File: src/rtl/conv_pkg.sv
// Shared types and helpers for the streaming convolution block.
// Holds the FSM state type and the per-frame output count.
package conv_pkg;

  typedef enum logic [2:0] {
    LOAD_F,
    LOAD_X,
    COMPUTE,
    OUTPUT,
    IDLE
  } state_t;

  function automatic int y_len(
    input int x_len,
    input int f_len,
    input int stride
  );
    return (x_len - f_len) / stride + 1;
  endfunction

endpackage

File: src/rtl/conv_mem.sv
// Single-port synchronous RAM, one-cycle read latency.
// Read-first: a write returns the old word on rdata.
module conv_mem #(
  parameter int WIDTH = 16,
  parameter int DEPTH = 16,
  parameter int AW    = 4
) (
  input  logic             clk,
  input  logic             we,
  input  logic [AW-1:0]    addr,
  input  logic [WIDTH-1:0] wdata,
  output logic [WIDTH-1:0] rdata
);

  logic [WIDTH-1:0] mem [DEPTH];

  always_ff @(posedge clk) begin
    if (we) mem[addr] <= wdata;
    rdata <= mem[addr];
  end

endmodule

File: src/rtl/conv_sat_mac.sv
// Saturating multiply-accumulate: registered product,
// accumulator clamped to the WIDTH-bit range on every add.
module conv_sat_mac #(
  parameter int WIDTH = 16
) (
  input  logic                    clk,
  input  logic                    reset,
  input  logic                    en,
  input  logic                    clear,
  input  logic signed [WIDTH-1:0] a,
  input  logic signed [WIDTH-1:0] b,
  output logic signed [WIDTH:0]   acc
);

  localparam logic [WIDTH-1:0] MAXV =
    {1'b0, {(WIDTH-1){1'b1}}};
  localparam logic [WIDTH-1:0] MINV =
    {1'b1, {(WIDTH-1){1'b0}}};

  logic signed [2*WIDTH-1:0] prod_full;
  logic [WIDTH:0]            top_bits;
  logic [WIDTH-1:0]          prod_sat;
  logic [WIDTH-1:0]          prod_q;
  logic [WIDTH:0]            sum;
  logic [WIDTH:0]            sum_sat;

  assign prod_full = a * b;
  assign top_bits  = prod_full[2*WIDTH-1:WIDTH-1];

  always_comb begin
    prod_sat = prod_full[WIDTH-1:0];
    if (!(&top_bits) && (|top_bits))
      prod_sat = prod_full[2*WIDTH-1] ? MINV : MAXV;
  end

  // acc never leaves the WIDTH range, so WIDTH+1 bits hold the sum
  assign sum = acc + {prod_q[WIDTH-1], prod_q};

  always_comb begin
    sum_sat = sum;
    if (sum[WIDTH] != sum[WIDTH-1])
      sum_sat = sum[WIDTH] ? {1'b1, MINV} : {1'b0, MAXV};
  end

  always_ff @(posedge clk) begin
    if (reset) begin
      prod_q <= '0;
      acc    <= '0;
    end else begin
      prod_q <= prod_sat;
      if (clear)   acc <= '0;
      else if (en) acc <= sum_sat;
    end
  end

endmodule

File: src/rtl/conv_stream_param.sv
// Streaming 1-D convolution: load filter, load frame,
// then emit one saturated (optionally rectified) sum per step.
module conv_stream_param
  import conv_pkg::*;
#(
  parameter int WIDTH  = 16,
  parameter int X_LEN  = 16,
  parameter int F_LEN  = 6,
  parameter int STRIDE = 1,
  parameter int RELU   = 1
) (
  input  logic             clk,
  input  logic             reset,
  input  logic [WIDTH-1:0] f_data,
  input  logic             f_valid,
  output logic             f_ready,
  input  logic [WIDTH-1:0] x_data,
  input  logic             x_valid,
  output logic             x_ready,
  output logic [WIDTH-1:0] y_data,
  output logic             y_valid,
  input  logic             y_ready
);

  localparam int Y_LEN = y_len(X_LEN, F_LEN, STRIDE);
  localparam int CW    = $clog2(X_LEN + 4);
  localparam int XAW   = (X_LEN > 1) ? $clog2(X_LEN) : 1;
  localparam int FAW   = (F_LEN > 1) ? $clog2(F_LEN) : 1;

  localparam logic [CW-1:0] F_LAST = CW'(F_LEN - 1);
  localparam logic [CW-1:0] X_LAST = CW'(X_LEN - 1);
  localparam logic [CW-1:0] K_LAST = CW'(Y_LEN - 1);
  localparam logic [CW-1:0] F_CNT  = CW'(F_LEN);
  localparam logic [CW-1:0] ACC_LO = CW'(2);
  localparam logic [CW-1:0] ACC_HI = CW'(F_LEN + 1);
  localparam logic [CW-1:0] FIN    = CW'(F_LEN + 2);
  localparam logic [CW-1:0] STEP   = CW'(STRIDE);

  state_t state, state_nxt;

  logic [CW-1:0]         wcnt, cnt, kcnt, xb, rd_j;
  logic                  f_fire, x_fire, y_fire;
  logic                  mac_en, mac_clr, f_load;
  logic [XAW-1:0]        x_addr;
  logic [FAW-1:0]        f_addr;
  logic [WIDTH-1:0]      x_q, f_q, y_q;
  logic signed [WIDTH:0] acc;

  always_comb begin
    state_nxt = state;
    f_ready   = 1'b0;
    x_ready   = 1'b0;
    y_valid   = 1'b0;
    unique case (state)
      LOAD_F: begin
        f_ready = 1'b1;
        if (f_valid && wcnt == F_LAST) state_nxt = LOAD_X;
      end
      LOAD_X: begin
        x_ready = 1'b1;
        if (x_valid && wcnt == X_LAST) state_nxt = COMPUTE;
      end
      COMPUTE: begin
        if (cnt == FIN) state_nxt = OUTPUT;
      end
      OUTPUT: begin
        y_valid = 1'b1;
        if (y_ready)
          state_nxt = (kcnt == K_LAST) ? IDLE : COMPUTE;
      end
      IDLE: begin
        f_ready = 1'b1;
        x_ready = !f_valid;
        if (f_valid)
          state_nxt = (F_LEN == 1) ? LOAD_X : LOAD_F;
        else if (x_valid)
          state_nxt = (X_LEN == 1) ? COMPUTE : LOAD_X;
      end
      default: state_nxt = LOAD_F;
    endcase
  end

  assign f_fire  = f_valid && f_ready;
  assign x_fire  = x_valid && x_ready;
  assign y_fire  = y_valid && y_ready;
  assign mac_clr = state != COMPUTE;
  assign mac_en  = state == COMPUTE &&
                   cnt >= ACC_LO && cnt <= ACC_HI;
  assign f_load  = state == LOAD_F || state == IDLE;

  // tail cycles of a step read tap 0 so addresses stay in range
  assign rd_j   = (cnt < F_CNT) ? cnt : '0;
  assign x_addr = (state == COMPUTE) ?
                  XAW'(xb + rd_j) : XAW'(wcnt);
  assign f_addr = f_load ? FAW'(wcnt) : FAW'(rd_j);
  assign y_data = y_valid ? y_q : '0;

  always_ff @(posedge clk) begin
    if (reset) begin
      state <= LOAD_F;
      wcnt  <= '0;
      cnt   <= '0;
      kcnt  <= '0;
      xb    <= '0;
      y_q   <= '0;
    end else begin
      state <= state_nxt;
      if ((f_fire && wcnt == F_LAST) ||
          (x_fire && wcnt == X_LAST))
        wcnt <= '0;
      else if (f_fire || x_fire)
        wcnt <= wcnt + 1'b1;
      cnt <= (state == COMPUTE) ? cnt + 1'b1 : '0;
      if (state == LOAD_X || state == IDLE) begin
        kcnt <= '0;
        xb   <= '0;
      end else if (y_fire) begin
        kcnt <= kcnt + 1'b1;
        xb   <= xb + STEP;
      end
      if (state == COMPUTE && cnt == FIN) begin
        if (RELU != 0 && acc[WIDTH]) y_q <= '0;
        else                         y_q <= acc[WIDTH-1:0];
      end
    end
  end

  conv_mem #(
    .WIDTH(WIDTH), .DEPTH(X_LEN), .AW(XAW)
  ) u_xmem (
    .clk(clk), .we(x_fire), .addr(x_addr),
    .wdata(x_data), .rdata(x_q)
  );

  conv_mem #(
    .WIDTH(WIDTH), .DEPTH(F_LEN), .AW(FAW)
  ) u_fmem (
    .clk(clk), .we(f_fire), .addr(f_addr),
    .wdata(f_data), .rdata(f_q)
  );

  conv_sat_mac #(.WIDTH(WIDTH)) u_mac (
    .clk(clk), .reset(reset),
    .en(mac_en), .clear(mac_clr),
    .a(x_q), .b(f_q), .acc(acc)
  );

endmodule

File: config.mk
export PLATFORM = sky130hd
export DESIGN_NAME = conv_stream_param
export DESIGN_NICKNAME = d
export VERILOG_FILES = /design/src/rtl/conv_pkg.sv /design/src/rtl/conv_mem.sv /design/src/rtl/conv_sat_mac.sv /design/src/rtl/conv_stream_param.sv
export SDC_FILE = /design/constraint.sdc
export NUM_CORES = 1
export LEC_CHECK = 0
export ABC_CLOCK_PERIOD_IN_PS = 21600
export CAP_MARGIN = 20
export CORE_MARGIN = 4
export CORE_UTILIZATION = 60
export DETAILED_ROUTE_END_ITERATION = 12
export PLACE_DENSITY = 0.84
export SLEW_MARGIN = 20
export SYNTH_ARGS = -nofsm -noshare
export SYNTH_HDL_FRONTEND = slang
export SYNTH_HIERARCHICAL = 1
export SYNTH_SLANG_ARGS = --single-unit
File: constraint.sdc
create_clock -name clk -period 21.6 [get_ports clk]
set_input_delay 5.4 -clock clk [delete_from_list [all_inputs] [get_ports clk]]
set_output_delay 5.4 -clock clk [all_outputs]
set_load 0.02 [all_outputs]
; Yosys cells after proc, flatten, opt, wreduce, memory -nomap -nowiden
; Memories as Yosys holds them, arrays and structs flattened. A register that Yosys moved wholly into a read port is not among the register bits.
; Index checks and enable logic that the tools add are counted.
[classes]
addsub = 6
muxes = 24
bitwise_logic = 1
reduce_logical = 26
mul = 1
eq_ne = 15
order_cmp = 3
[ops]
columns = cell, count
row1 = 16-bit 2-to-1 mux, 4
row2 = 17-bit 2-to-1 mux, 2
row3 = 16-bit by 16-bit multiplier with 32-bit output, 1
row4 = 3-bit 2-to-1 mux, 8
row5 = "5-bit by 1-bit adder with 5-bit output, second input constant", 4
row6 = 17-bit adder, 1
row7 = 17-bit AND reduction, 1
row8 = 17-bit OR reduction, 1
row9 = "5-bit by 4-bit == test with 1-bit output, second input constant", 3
row10 = 3-bit case mux with 5 select lines, 1
row11 = 1-bit logical AND, 11
row12 = 2-bit OR reduction, 5
row13 = 4-bit 2-to-1 mux, 2
row14 = "3-bit by 2-bit == test with 1-bit output, second input constant", 2
row15 = 1-bit 2-to-1 mux, 6
row16 = "2-bit != test, second input constant", 3
row17 = "5-bit by 3-bit == test with 1-bit output, second input constant", 1
row18 = "5-bit by 2-bit >= comparator with 1-bit output, second input constant", 1
row19 = "5-bit by 3-bit less-or-equal comparator with 1-bit output, second input constant", 1
row20 = "5-bit by 3-bit less-than comparator with 1-bit output, second input constant", 1
row21 = 5-bit AND reduction, 1
row22 = 4-bit adder, 1
row23 = 1-bit logical OR, 4
row24 = "3-bit by 1-bit == test with 1-bit output, second input constant", 1
row25 = other kinds (9), 10
[word_totals]
out_inout_bits = 19
wordCells = 86
in_bits = 37
reg_bits = 72
ram_bits = 352
memories = 2
[mem_list]
columns = memory, words, word_bits, rd, rd_ports_with_merged_regs, write_ports, line
row1 = u_xmem.mem, 16, 16, 1, 1, 1, conv_mem.sv:15  ; logic [WIDTH-1:0] mem [DEPTH];
row2 = u_fmem.mem, 6, 16, 1, 1, 1, conv_mem.sv:15

; Longest topological paths before layout
; Gate-level depths: netlist of the first run.
[depth]
depth_word = 7
ltp_mapped = 28
mapped_depth_nobuf = 25

; By module
; Netlist of the first run, hierarchy kept.
[modules_own_cells]
columns = mod, area_per_inst_um2, instances, cells_per_inst, seq_area_each_um2
row1 = conv_sat_mac, 12047.8, 1, 1344, 660.6
row2 = conv_mem (u_xmem), 10023.4, 1, 434, 8007.7
row3 = conv_mem (u_fmem), 4157.7, 1, 216, 3203.1
row4 = conv_stream_param, 2133.3, 1, 246, 760.7

; Worst setup path after synthesis of the first run
; Ideal clock, no wire load.
[synth_path]
path_kind = input to output
from = in f_valid
to = out x_ready
stages = 2
path_buffers = 0
arrival_time_ps = 6048
slack_ps = 10152
t_required_ps = 16200
path_cell_list = or4b_1 o21ai_2
[synth_via]
elab_chain_len = 2
[synth_rtl]
columns = item, line
row1 = "start, declared", conv_stream_param.sv:15  ; input logic f_valid,
row2 = 1-bit zero test, conv_stream_param.sv:73  ; x_ready = !f_valid;
row3 = 1-bit case mux with 2 select lines, conv_stream_param.sv:54  ; unique case (state)
row4 = "end, declared", conv_stream_param.sv:19  ; output logic x_ready,
; Every way passes these cells.

; Worst setup path after layout of the first run
; Ends and elaborated chain as after synthesis.

==> summary.txt, run 1 <==
STA
  – Endpoints failing hold: 0
  – Slew margin rel.: 33.7%
  – Period utilization: 58.2%
  – Final min period: 12580 ps
  – Max-slew violations: 0
  – Slew @ Worst Pin: 995 ps
  – Unrepaired setup endpoints after global routing: false
  – TNS Setup: 0 ps
  – Fmax achieved: 0.0795 GHz
  – Final Setup Violations: 0
  – Skew final: 28.5 ps

Synth
  – Synth Warn #: 6
  – Sequential element share of the synthesized area: 44.5%
  – Synth Net Count: 2651
  – Xor-xnor portion of the synthesized cell area: 1.85%
  – Post-synthesis compound-gate area fraction: 6.52%
  – Post-synth top flop: edfxtp_1
  – Syn avg cell area: 12.7 um2
  – Synth Area in Adders: 23.8%
  – Simple-gate portion of the synthesized area: 10.1%
  – Yosys top cell area share: 37.3%
  – Multiplexer share of the synthesized area: 7.26%
  – Distinct cell type count after synthesis: 90
  – Most frequent cells after synthesis: edfxtp_1 (352), inv_1 (303), fa_1 (264), nand2_1 (198), and2_1 (140)
  – Syn Inst Count: 2240
  – Ys async rst share: 0%
  – Count leader, synth: edfxtp_1
  – Cell area after synthesis: 0.0284 mm2
  – Largest area contributor in the netlist: edfxtp_1
  – Synth top area cells: edfxtp_1 (37%), fa_1 (19%), dfxtp_1 (7.3%)
  – Number of enable flip-flop cells after synthesis: 352
  – Main combinational cell family by area after synthesis: adder cells
  – Number of synthesized register bits: 455

Clocking
  – CTS H-tree depth: 2
  – Clock sinks: 455
  – CTS tree: yes
  – Resized cells post-CTS: 0
  – CTS max path bufs: 3
  – Clk pin slew, worst setup/hold paths: 60 ps
  – Post-CTS Setup Inserts: 0
  – Hold Buf Count CTS: 0
  – Insertion delay to the later sink of the worst-skew pair: 590 ps
  – Root Buffer: clkbuf_16
  – CTS buffer count: 45

Die
  – Die Ht: 225 um
  – Overall die area: 0.0508 mm2
  – # rows: 79
  – Placeable Area: 0.0467 mm2
  – Io pins: 56
  – Die X: 225 um
  – Initial Util: 60.8%

Layout
  – Non-filler cells, final: 2913
  – Layout cells sized above 1: 9.54%
  – FF+latch area: 0.0126 mm2
  – Finished Core Util: 66.3%
  – Antenna Cells: 0
  – Layout Nets: 2683
  – Layout area overhead: 8.99%
  – Filler cells: 3180
  – Area occupied by multi-input gates: 0.0141 mm2

Setup path
  – Buf/Inv on CP: 2
  – CP Launch Type: primary input
  – Crit. Startpoint: f_valid
  – Critical Path AT: 7180 ps
  – Worst Path Max Fanout: 6
  – Max stage delay on crit path: 630 ps
  – Cell Chain, Critical Path: clkdlybuf4s50_1 > or4b_1 > o21ai_2 > clkdlybuf4s50_1
  – CP required: 16200 ps
  – Worst-path cell with the longest stage delay: clkdlybuf4s50_1
  – Most used cell, CP: clkdlybuf4s50_1
  – Setup slack on the worst flop-to-flop path: 13250 ps
  – Nature of the critical path endpoint: output pin
  – Worst R2R Start: u_xmem/rdata[7]
  – Family with the most delay on the worst path: buffers and inverters
  – Setup CP Type: in2out

Routing
  – Pre-antenna DRT Iters: 5
  – DRC violations left: 0
  – Avg Vias per Cell: 6.04
  – Wire per inst: 21.3 um
  – Via count: 17600
  – Detailed Route WL: 62.1 mm
  – DRT iter0 DRCs: 1583
  – Antenna Nets Post-Route: 0

Global routing
  – Overall Global Routing Usage: 25.1%
  – Largest net degree at the start of global routing: 72
  – Global-route wire length before repair: 101 mm
  – Total gr overflow: 0
  – Initial antenna violation count: 1
  – Vias in the first global route: 18900

Placement
  – Post-detail-place hpwl: 42.1 mm
  – Placed cells: 2832
  – GPL Wtd Cong: 0.891
  – Number of I/O port buffers: 55

Status
  – Outcome: complete, no violations

Flow run
  – Max-cap viol count: 0

Min path
  – HP Class: reg2reg
  – Hold path start: y_q[4]
[final cells by class]
class	instances	area share, %
multi-input cells	1381	45.6
clock buffers	55	3.83
repair buffers	86	2.53
flip-flops and latches	455	40.9
well taps	607	2.46
inverters	303	3.68
clock inverters	26	1.03
[metrics by stage]
| step | instance area (um2) | worst slack, ps | hold WS [ps] |
|---|---|---|---|
| final | 30900 | 9020 | 446 |
| after floorplan | 28400 | 10150 | 427 |
| after detailed placement | 29400 | 9010 | 440 |
| after global placement | 29400 | 9050 | 439 |
| after global routing | 30900 | 8970 | 471 |
| after CTS | 30900 | 9000 | 448 |
[state kept, by name, indices dropped and copies added, names as in the netlist]
signal,cells
u_xmem/mem,256
u_fmem/mem,96
u_mac/acc,17
u_fmem/rdata,16
u_mac/prod_q,16
u_xmem/rdata,16
y_q,16
cnt,5
kcnt,5
wcnt,5
xb,4
state,3
[layer usage]
layer	vias up	share of wire [%]	global-route usage, %
li1	7759	-	-
met1	8966	38	32.6
met3	148	7.1	4.26
met5	-	0	0
met4	0	3.6	9.46
met2	722	51	43.0
[path summary, 6_finish.rpt]
kind / endpoint / cells after the start
worst max-delay path: x_ready / 4
worst min-delay path: y_q[4] / 2
worst max register to register: u_mac/prod_q[2] / 21
worst min register to register: y_q[4] / 2
[cell usage in the layout (no fill, tap or decap), types with 8 or more instances in the layout]
cell	n
nand3_1	12
buf_4	30
mux2i_1	17
clkbuf_16	45
xnor2_1	27
and2_1	140
clkbuf_1	8
maj3_1	9
a221o_1	17
mux4_2	62
ha_1	110
a31oi_1	9
and3_1	10
clkdlybuf4s50_1	55
nand3b_1	21
a21o_1	11
a22oi_1	32
edfxtp_1	352
o21ai_0	40
nand2b_1	17
o21bai_1	8
fa_1	264
inv_1	303
o21a_1	8
xor2_1	32
nand2_1	198
nor2b_1	9
a211oi_1	9
nor2_1	60
nor3_1	33
mux2_4	13
a21oi_1	80
mux2_2	17
nand4_1	13
dfxtp_1	103
[cell families (layout without fill, tap and decap cells)]
kind of cell / after synthesis / in the layout
AO/OA/AOI/OAI: 268 / 268
XOR/XNOR: 60 / 60
adder cells (fa/ha/maj): 383 / 383
buffers and inverters: 404 / 470
flip-flops: 455 / 455
multiplexers: 116 / 116
AND/OR/NAND/NOR: 554 / 554
[worst register-to-register path, stage by stage (launching register included)]
cell,delay [ps]
dfxtp_1,940
nand2_1,210
fa_1,560
inv_1,60
fa_1,480
fa_1,570
fa_1,440
fa_1,540
inv_1,60
fa_1,480
inv_1,50
ha_1,460
nand2_1,170
o21bai_1,330
o22ai_1,240
o41ai_1,550
nand4_1,220
a2111oi_2,390
nand4_1,140
or4_4,440
o41ai_4,710
a21oi_1,180
Power of run 1 is left out: the tool's default activity adds up to more than one toggle a clock period on the data nets, which glitch-free logic cannot reach.
==> inputs of run 2 (changes only) <==
Settings changed: ABC_CLOCK_PERIOD_IN_PS 21600 to 10100, CORE_UTILIZATION 60 to 57.
Clock period 21.6 ns to 10.1 ns, I/O delays scaled along.
==> run 2 against run 1 <==
  * Setup slack worse by 7000 ps
  * Critical path type is now reg2reg
  * Final cell count is 1.9% higher
  * First-iteration DRC count is 3.6% higher
  * Largest cell class unchanged
==> summary.txt, run 2 (same netlist as run 1, synthesis figures left out) <==
Status
  – Outcome: complete, no violations (unchanged)

Setup path
  – CP required: 10540 ps (was 16200 ps)
  – Family with the most delay on the worst path: adder cells (was buffers and inverters)
  – Worst-path cell with the longest stage delay: dfxtp_1 (was clkdlybuf4s50_1)
  – Max stage delay on crit path: 790 ps (was 630 ps)
  – CP Launch Type: flip-flop (was primary input)
  – Setup CP Type: reg2reg (was in2out)
  – Critical Path AT: 8480 ps (was 7180 ps)
  – Buf/Inv on CP: 3 (was 2)
  – Most used cell, CP: fa_1 (was clkdlybuf4s50_1)
  – Worst Path Max Fanout: 16 (was 6)
  – Setup slack on the worst flop-to-flop path: 2050 ps (was 13250 ps)
  – Cell Chain, Critical Path: nand2_1 > fa_1 > inv_1 > fa_1 > fa_1 > fa_1 > fa_1 > inv_1 > fa_1 > inv_1 > ha_1 > nand2_1 > o21bai_1 > o22ai_1 > o41ai_1 > nand4_1 > a2111oi_2 > nand4_1 > or4_4 > o41ai_4 > a21oi_1 (was clkdlybuf4s50_1 > or4b_1 > o21ai_2 > clkdlybuf4s50_1)
  – Nature of the critical path endpoint: flip-flop (was output pin)

Layout
  – Number of flip-flops in the largest register: 256 (unchanged)
  – Largest registers: u_xmem/mem: 256 flops, u_fmem/mem: 96 flops, u_mac/acc: 17 flops (unchanged)
  – Layout area overhead: 8.91% (was 8.99%)
  – Commonest non-fill, non-tap cell in the layout: edfxtp_1 (unchanged)
  – Commonest non-fill, non-tap cells in the layout: edfxtp_1 (352), inv_1 (303), fa_1 (264), nand2_1 (198), and2_1 (140) (unchanged)
  – Biggest register: u_xmem/mem (unchanged)
  – Layout Nets: 2679 (was 2683)
  – Final instance area: 0.0309 mm2 (about the same)
  – Finished Core Util: 63.0% (was 66.3%)
  – Antenna Cells: 0 (unchanged)
  – Layout cells sized above 1: 9.54% (about the same)

STA
  – Skew final: 28.5 ps (about the same)
  – Max-slew violations: 0 (unchanged)
  – Slew @ Worst Pin: 1070 ps (was 995 ps)
  – TNS Setup: 0 ps (unchanged)
  – Slew margin rel.: 28.6% (was 33.7%)
  – Fmax achieved: 0.124 GHz
  – Unrepaired setup endpoints after global routing: false (unchanged)
  – Final Setup Violations: 0 (unchanged)
  – Period utilization: 79.7%
  – Final min period: 8050 ps
  – Endpoints failing hold: 0 (unchanged)

Global routing
  – Vias in the first global route: 18800 (was 18900)
  – Initial antenna violation count: 0 (was 1)
  – Global-route wire length before repair: 104 mm (was 101 mm)
  – Total gr overflow: 0 (unchanged)
  – Overall Global Routing Usage: 25.2% (was 25.1%)
  – Largest net degree at the start of global routing: 72 (unchanged)

Die
  – Io pins: 56 (unchanged)
  – Initial Util: 57.8% (was 60.8%)
  – Overall die area: 0.0534 mm2 (was 0.0508 mm2)
  – # rows: 81 (was 79)
  – Die Ht: 231 um (was 225 um)
  – Placeable Area: 0.0491 mm2 (was 0.0467 mm2)
  – Die X: 231 um (was 225 um)

Clocking
  – Root Buffer: clkbuf_16 (unchanged)
  – CTS buffer count: 46 (was 45)
  – CTS H-tree depth: 2 (unchanged)
  – Resized cells post-CTS: 0 (unchanged)
  – CTS max path bufs: 3 (unchanged)
  – Insertion delay to the later sink of the worst-skew pair: 600 ps (was 590 ps)
  – Clk pin slew, worst setup/hold paths: 70 ps (was 60 ps)
  – CTS tree: yes (unchanged)
  – Post-CTS Setup Inserts: 0 (unchanged)
  – Hold Buf Count CTS: 0 (unchanged)
  – Clock sinks: 455 (unchanged)

Flow run
  – Max-cap viol count: 0 (unchanged)

Routing
  – Via count: 17800 (was 17600)
  – DRC violations left: 0 (unchanged)
  – Antenna Nets Post-Route: 0 (unchanged)
  – Met3 wire length: 4.99 mm (was 4.39 mm)
  – Detailed Route WL: 66.5 mm (was 62.1 mm)
  – Pre-antenna DRT Iters: 6 (was 5)
  – WL met2: 33.9 mm (was 31.6 mm)
  – Top Metal Used: met4 (unchanged)
  – Wire per inst: 22.4 um (was 21.3 um)
  – Met1 WL: 24.2 mm (was 23.9 mm)
  – Avg Vias per Cell: 5.99 (was 6.04)
  – DRT iter0 DRCs: 1640 (was 1583)

Placement
  – GPL Wtd Cong: 0.919 (was 0.891)
  – DP Area: 0.0294 mm2 (about the same)
  – Number of I/O port buffers: 55 (unchanged)
  – Post-detail-place hpwl: 44.6 mm (was 42.1 mm)

Min path
  – HP Class: reg2reg (unchanged)
==> run 2: final cells by class <==
class / count / area (um2)
tap: 664 / 831
sequential: 455 / 12600
clock inverter: 33 / 253
inverter: 303 / 1140
fill: 3560 / 18200
multi-input combinational: 1381 / 14100
timing repair buffer: 81 / 749
clock buffer: 52 / 1170
==> run 2: metal layers <==
metal / global-route usage (%) / vias to the layer above
met5: 0 / -
met2: 43.3 / 789
met3: 4.65 / 204
li1: - / 7756
met1: 31.1 / 9023
met4: 11.8 / 0
==> run 2: path summary, 6_finish.rpt <==
check,start,endpoint,cells past startpoint
max reg2reg,u_xmem/rdata[6],u_mac/prod_q[6],21
max,u_xmem/rdata[6],u_mac/prod_q[6],21
min,y_q[0],y_q[0],2
min reg2reg,y_q[0],y_q[0],2
==> run 2: through the flow <==
step	hold WS [ps]	setup slack, ps	instances
floorplan	427	3070	2240
global placement	439	2410	2883
detailed placement	440	2160	2883
CTS	448	2100	2968
global route	464	1500	2969
finish	447	2050	2969
==> run 2: worst min-delay path: cells and delay by family, from the launching register on <==
family	cells	cell delay, ps
AO/OA/AOI/OAI	1	50
AND/OR/NAND/NOR	1	50
flip-flops	1	300
Power of run 2 is left out for the same reason.
==> inputs of run 3 (changes only) <==
Settings changed: ABC_CLOCK_PERIOD_IN_PS 10100 to 7030.
Clock period 10.1 ns to 7.03 ns, I/O delays scaled along.
==> run 3 against run 2 <==
  * Critical path depth up 3
  * Worst hold slack about the same
  * Routed wire length down 0.23%
  * First-iteration DRC count down 1.0%
  * Non-clock buffer count up 88
  * Maximum frequency up 16%
  * Die area unchanged
  * Final cell count up 3.0%
  * Highest routed layer unchanged
==> summary.txt, run 3 (same netlist as run 1, synthesis figures left out) <==
Setup path
  – Max stage delay on crit path: 550 ps (was 790 ps)
  – Worst Path Max Fanout: 9 (was 16)
  – CP required: 7500 ps (was 10540 ps)
  – Crit. Startpoint: u_fmem/rdata[4] (was u_xmem/rdata[6])
  – Critical Path AT: 7400 ps (was 8480 ps)
  – CP Launch Type: flip-flop (unchanged)
  – Cell Chain, Critical Path: buf_6 > and2_1 > fa_1 > inv_1 > fa_2 > inv_1 > fa_1 > fa_2 > fa_1 > inv_1 > fa_1 > inv_1 > ha_4 > and3_4 > and2_4 > nand4_1 > buf_4 > a311oi_4 > o31a_1 > a31oi_2 > or4_4 > o41ai_4 > buf_6 > a21oi_1 (was nand2_1 > fa_1 > inv_1 > fa_1 > fa_1 > fa_1 > fa_1 > inv_1 > fa_1 > inv_1 > ha_1 > nand2_1 > o21bai_1 > o22ai_1 > o41ai_1 > nand4_1 > a2111oi_2 > nand4_1 > or4_4 > o41ai_4 > a21oi_1)
  – Worst reg2reg endpoint: u_mac/prod_q[8] (was u_mac/prod_q[6])
  – Worst-path cell with the longest stage delay: or4_4 (was dfxtp_1)
  – Nature of the critical path endpoint: flip-flop (unchanged)
  – Setup crit end: u_mac/prod_q[8] (was u_mac/prod_q[6])
  – Worst r2r path cells: 24 (was 21)
  – Worst R2R Start: u_fmem/rdata[4] (was u_xmem/rdata[6])
  – Setup slack on the worst flop-to-flop path: 100 ps (was 2050 ps)
  – Setup CP Type: reg2reg (unchanged)

Die
  – # rows: 81 (unchanged)
  – Overall die area: 0.0534 mm2 (unchanged)
  – Io pins: 56 (unchanged)
  – Die X: 231 um (unchanged)
  – Die Ht: 231 um (unchanged)
  – Placeable Area: 0.0491 mm2 (unchanged)
  – Initial Util: 57.8% (unchanged)

Clocking
  – CTS tree: yes (unchanged)
  – Hold Buf Count CTS: 0 (unchanged)
  – Root Buffer: clkbuf_16 (unchanged)
  – CTS max path bufs: 3 (unchanged)
  – Clk pin slew, worst setup/hold paths: 60 ps (was 70 ps)
  – CTS H-tree depth: 2 (unchanged)
  – Clock sinks: 455 (unchanged)
  – CTS buffer count: 45 (was 46)
  – Insertion delay to the later sink of the worst-skew pair: 600 ps (about the same)

Global routing
  – Total gr overflow: 0 (unchanged)
  – Global-route wire length before repair: 104 mm (about the same)
  – Initial antenna violation count: 1 (was 0)
  – Largest net degree at the start of global routing: 55 (was 72)
  – Vias in the first global route: 19100 (was 18800)
  – Overall Global Routing Usage: 24.9% (was 25.2%)

Layout
  – Layout cells sized above 1: 16.2% (was 9.54%)
  – Biggest register: u_xmem/mem (unchanged)
  – Filler cells: 3343 (was 3560)
  – Number of flip-flops in the largest register: 256 (unchanged)
  – Finished Core Util: 65.3% (was 63.0%)
  – Largest registers: u_xmem/mem: 256 flops, u_fmem/mem: 96 flops, u_mac/acc: 17 flops (unchanged)
  – Commonest non-fill, non-tap cells in the layout: edfxtp_1 (352), inv_1 (293), fa_1 (256), nand2_1 (195), and2_1 (138) (was edfxtp_1 (352), inv_1 (303), fa_1 (264), nand2_1 (198), and2_1 (140))
  – Commonest non-fill, non-tap cell in the layout: edfxtp_1 (unchanged)
  – Layout Nets: 2766 (was 2679)
  – Layout area overhead: 12.9% (was 8.91%)

STA
  – Final min period: 6930 ps (was 8050 ps)
  – Slew margin rel.: 26.9% (was 28.6%)
  – Fmax achieved: 0.144 GHz (was 0.124 GHz)
  – Final worst slack: 98.7 ps (was 2050 ps)
  – Unrepaired setup endpoints after global routing: true (was false)
  – Max-slew violations: 0 (unchanged)
  – Hold_ws: 446 ps (was 447 ps)
  – Period utilization: 98.6% (was 79.7%)
  – Final Setup Violations: 0 (unchanged)
  – Endpoints failing hold: 0 (unchanged)
  – Skew final: 29.3 ps (was 28.5 ps)
  – Slew @ Worst Pin: 1100 ps (was 1070 ps)

Placement
  – GPL Wtd Cong: 0.948 (was 0.919)
  – Setup WS pre-CTS: -34.5 ps (was 2160 ps)
  – Number of I/O port buffers: 55 (unchanged)
  – Post-detail-place hpwl: 46.3 mm (was 44.6 mm)

Routing
  – DRT iter0 DRCs: 1623 (was 1640)
  – DRC violations left: 0 (unchanged)
  – Avg Vias per Cell: 5.89 (was 5.99)
  – Wire per inst: 21.7 um (was 22.4 um)
  – Pre-antenna DRT Iters: 6 (unchanged)
  – Detailed Route WL: 66.4 mm (was 66.5 mm)
  – Antenna Nets Post-Route: 0 (unchanged)
  – Via count: 18000 (was 17800)

Min path
  – HP Class: reg2reg (unchanged)
  – Hold Path Stages: 2 (unchanged)

Flow run
  – Max-cap viol count: 0 (unchanged)

Status
  – Outcome: complete, no violations (unchanged)
run 3: worst max-delay path: cells and delay by family, from the launching register on:
family	cells	cell delay (ps)
DFF	1	370
AOI/OAI and AO/OA	5	1020
buffers and inverters	7	820
adders and majority gates	7	3340
and+or+nand+nor	5	1250
run 3: repair_timing:
action / in CTS / in global routing
endpoints found under the setup margin: 15 / 15
gates cloned: 0 / 2
gates resized for setup: 8 / 123
buffers inserted: 2 / 22
pin swaps: 1 / 38
run 3: how the worst min path moves through the flow:
stage,from,to,slack [ps]
floorplan,y_q[0],y_q[0],430
global placement,y_q[13],y_q[13],440
detailed placement,y_q[8],y_q[8],440
CTS,y_q[4],y_q[4],450
global route,y_q[0],y_q[0],470
finish,y_q[4],y_q[4],450
run 3: area by class of cell:
| cell class | count | area, um2 | area share (%) |
|---|---|---|---|
| Inverter | 303 | 1140 | 3.57 |
| Clock buffer | 54 | 1180 | 3.69 |
| Multi-Input combinational cell | 1381 | 14400 | 44.9 |
| Tap cell | 664 | 831 | 2.59 |
| Timing Repair Buffer | 169 | 1530 | 4.77 |
| Sequential cell | 455 | 12700 | 39.6 |
| Antenna cell | 3 | 7.51 | 0.0234 |
| Clock inverter | 30 | 243 | 0.758 |
run 3: layer usage:
metal  share of wire (%)  vias to the layer above  track usage, %
li1                    -                     7941               -
met1                  37                     9191            31.9
met2                  52                      741            43.4
met3                 7.3                      148            4.60
met4                 3.2                        0            7.84
met5                   0                        -               0
run 3: stage by stage:
stage          cell area, um2  cells  setup TNS, ps
3_3_place_gp            30000   2946              0
6_report                32000   3059              0
4_1_cts                 31400   3032              0
3_5_place_dp            30000   2946           -193
5_1_grt                 32000   3056          -1290
2_1_floorplan           28400   2240              0
Power of run 3 is left out for the same reason.
